<file path="config.mk">
export PLATFORM = sky130hd
export DESIGN_NAME = debounce_switch
export DESIGN_NICKNAME = d
export VERILOG_FILES = /design/src/rtl/debounce_switch.sv
export SDC_FILE = /design/constraint.sdc
export NUM_CORES = 1
export LEC_CHECK = 0
export ABC_AREA = 1
export CORE_AREA = 5 5 52 54
export DETAILED_ROUTE_END_ITERATION = 16
export DIE_AREA = 0 0 57 59
export PLACE_DENSITY = 0.77
export SYNTH_ARGS = -nofsm -noshare
export SYNTH_HDL_FRONTEND = slang
export SYNTH_SLANG_ARGS = --single-unit
</file>
<file path="constraint.sdc">
create_clock -name i_Clk -period 3.5 [get_ports i_Clk]
set_clock_uncertainty 0.15 [all_clocks]
set_input_delay 0.7 -clock i_Clk [delete_from_list [all_inputs] [get_ports i_Clk]]
set_output_delay 0.7 -clock i_Clk [all_outputs]
set_load 0.01 [all_outputs]
</file>
<file path="src/rtl/debounce_switch.sv">
// Switch debouncer: multi-flop synchronizer, consecutive-mismatch counter,
// and registered single-cycle rise/fall pulses on each debounced edge.
module debounce_switch #(
    parameter int unsigned DEBOUNCE_LIMIT = 250000,
    parameter int unsigned SYNC_STAGES    = 2,
    parameter logic        INIT_STATE     = 1'b0
) (
    input  logic i_Clk,
    input  logic i_reset,
    input  logic i_Switch,
    output logic o_Switch,
    output logic o_Rise,
    output logic o_Fall
);

    localparam int unsigned    CW       = $clog2(DEBOUNCE_LIMIT + 1);
    localparam logic [CW-1:0]  CNT_LAST = CW'(DEBOUNCE_LIMIT - 1);

    // Declaration initializers give a defined power-up state without reset.
    logic [SYNC_STAGES-1:0] sync_q = {SYNC_STAGES{INIT_STATE}};
    logic [SYNC_STAGES-1:0] sync_d;
    logic [CW-1:0]          cnt_q  = '0;
    logic [CW-1:0]          cnt_d;
    logic                   sw_q   = INIT_STATE;
    logic                   sw_d;
    logic                   rise_q = 1'b0;
    logic                   fall_q = 1'b0;
    logic                   sync;

    assign sync = sync_q[SYNC_STAGES-1];

    always_comb begin
        sync_d = {sync_q[SYNC_STAGES-2:0], i_Switch};
        cnt_d  = cnt_q;
        sw_d   = sw_q;
        if (sync == sw_q) begin
            cnt_d = '0;
        end else if (cnt_q == CNT_LAST) begin
            sw_d  = sync;
            cnt_d = '0;
        end else begin
            cnt_d = cnt_q + CW'(1);
        end
    end

    always_ff @(posedge i_Clk) begin
        if (i_reset) begin
            sync_q <= {SYNC_STAGES{INIT_STATE}};
            cnt_q  <= '0;
            sw_q   <= INIT_STATE;
            rise_q <= 1'b0;
            fall_q <= 1'b0;
        end else begin
            sync_q <= sync_d;
            cnt_q  <= cnt_d;
            sw_q   <= sw_d;
            rise_q <= sw_d & ~sw_q;
            fall_q <= ~sw_d & sw_q;
        end
    end

    assign o_Switch = sw_q;
    assign o_Rise   = rise_q;
    assign o_Fall   = fall_q;

endmodule

</file>
==> impl_metrics.ini <==
[run_status]
status = finished, final reports clean

[logic_synthesis]
synthMuxAreaShare = 0
synth_top_cell_by_area = dfxtp_1
synth_edf_count = 0
synth-compound-area-share = 0.0570
yosysMostFrequentCell = nand2_1
synth_top_flop_cell = dfxtp_1
synthTopCellsByArea = dfxtp_1 (41%), nand2_1 (12%), nor2_1 (12%), inv_1 (5.4%), nand3_1 (4.5%)
synth.top_cell.area_share = 0.411
synth_common_cells = nand2_1 (36), nor2_1 (35), dfxtp_1 (23), inv_1 (16), nand3_1 (10)
syn_nets = 164
synth_top_family_by_area = simple AND/OR/NAND/NOR gates
synth_seq_cells = 23
yosysSeqAreaShare = 0.411
avgSynthCellArea_sq_um = 7.00
synthXorXnorAreaFrac = 0.0547
synth_cell_types = 22
synthCells = 160
async_flop_share = 0
yosysWarnings = 0
synth_area_sq_um = 1120
yosys.area_share.simple = 0.399
synthAdderAreaFrac = 0.0112

[drt]
drtAntennaViolNets = 0
drt_iter0_markers = 41
via_per_inst = 5.09
wirelength_mm = 2.12
drc = 0
dr.pass1.iters = 4
num_vias = 997
wl_per_cell_um = 10.8

[floorplan]
dieArea_sq_um = 3360
die_w_um = 57
ios = 6
placementRows = 17
core_area_sq_um = 2170
floorplan.initialDensity = 0.516
die_h_um = 59

[worst_setup_path]
crit_fanout = 5
reg2reg_from = cnt_q[0]$_SDFF_PP0_
worstSetupEndpointType = primary output
cpLargestDelayFamily = buffers and inverters
r2r_end = cnt_q[11]$_SDFF_PP0_
required_ns = 2.65
cpMaxStageDelayCell = clkdlybuf4s50_1
critical_path_class = flip-flop to primary output
start_kind = flip-flop
reg2reg_slack_ns = 1.81
crit_chain = clkdlybuf4s50_1
rr_worst_depth = 8
crit_buf_inv = 1
critPathMaxStageDelay_ns = 0.56
worstPathArrival_ns = 1.29

[place]
dpl.hpwl_mm = 1.60
io_buffers = 5
place.gp.congestion = 0.816

[clock_network]
cts_setup_buffers = 0
cts_hold_buf = 0
cts_tree = yes
cts-resized-gates = 0
clockBufferDepth = 2
cts_root_buf = clkbuf_4
numCtsBuffers = 3
htreeDepth = 1
cts.sinks = 23
clkTransAtPathRegs_ns = 0.13
insertion_delay_ns = 0.32

[power]
p_leak_nw = 0.354
irDropWorstVdd_mv = 0.332
power_density_nw_per_um2 = 323

[global_route]
grt_usage = 0.140
grt_pass1_vias = 880
grt_pass1_wl_mm = 3.77
antenna_found_initial = 0
grt_max_degree = 19
grt_overflow = 0

[sta]
hold_violations = 0
rsz0062_at_grt = no
fin_setup_tns_ns = 0
fin_crit_ns = 2.14
worst_pin_slew_ns = 0.269
setup_violations = 0
hold_ws_ns = 0.272
drv_slew = 0
fmax_ghz = 0.468
fin_crit_sh = 0.610
relSlewSlack = 0.820

[finish]
fin_nets = 173
area_growth_pct = 9.27
drive_gt1_frac = 0.0774
postLayoutCoreUtil = 0.564
diodes = 0
fill_cells = 218

[min_path]
hold_start = sync_q[0]$_SDFF_PP0_
min_path_type = flip-flop to flip-flop
hold_end = sync_q[1]$_SDFF_PP0_
worstHoldPathCells = 2

[run]
maxCapViolCount = 0
[power breakdown]
part           leakage [nW]  internal (mW)  switching (mW)
Combinational         0.154        0.00313         0.00408
Sequential            0.186          0.263        0.000960
Clock                0.0139         0.0437          0.0808
[layout by cell type (no fill, tap or decap), types with 3 or more instances in the layout]
| cell type | synthesis | layout |
|---|---|---|
| a21oi_1 | 8 | 8 |
| nor2_4 | 3 | 3 |
| dfxtp_1 | 23 | 23 |
| inv_1 | 16 | 16 |
| xor2_1 | 5 | 5 |
| nand4_1 | 3 | 3 |
| nand3_1 | 10 | 10 |
| clkdlybuf4s50_1 | 0 | 5 |
| o21ai_0 | 3 | 3 |
| nor2_1 | 35 | 35 |
| clkbuf_4 | 0 | 3 |
| nand2_1 | 36 | 36 |
| nor3_1 | 4 | 4 |
[stage by stage]
stage               instances  setup WS, ns  instance area, sq um  power [mW]
finish                    196          1.36                  1220       0.396
global route              196          1.29                  1220       0.417
CTS                       196          1.35                  1220       0.402
detailed placement        192          1.35                  1190       0.277
global placement          192          1.41                  1190       0.277
floorplan                 160          1.92                  1120       0.274
[layer usage]
layer	GRT usage	routed length, um
met1	0.188	993
met2	0.227	959
met3	0.0392	154
met4	0.0298	14
met5	0	0
[registers in the layout, indices dropped and copies added (netlist names)]
register and flops:
cnt_q 18, sync_q 2, o_Fall 1, o_Rise 1, o_Switch 1
[cell type report]
class,count,area [sq um],area share
clock inverter,1,7.51,0.00613
tap,28,35.0,0.0286
clock buffer,3,22.5,0.0184
timing repair buffer,5,50.0,0.0409
inverter,17,63.8,0.0521
sequential,23,460,0.376
multi-input combinational,119,584,0.478
[logic make-up after synthesis]
family | after synthesis
DFF | 23
adders and majority gates | 1
AOI/OAI and AO/OA | 12
buffers and inverters | 18
xor gates and xnor gates | 7
and+or+nand+nor | 99
[worst max-delay path by stage]
stage	startpoint	end	slack, ns	depth (start not counted)
finish	o_Switch$_SDFF_PP0_	o_Switch	1.36	1
global route	o_Switch$_SDFF_PP0_	o_Switch	1.29	1
global placement	i_reset	cnt_q[2]$_SDFF_PP0_	1.41	6
floorplan	i_reset	cnt_q[16]$_SDFF_PP0_	1.92	6
detailed placement	i_reset	cnt_q[2]$_SDFF_PP0_	1.35	6
CTS	o_Switch$_SDFF_PP0_	o_Switch	1.35	1
No activity file was read; power rests on OpenSTA's default activity.
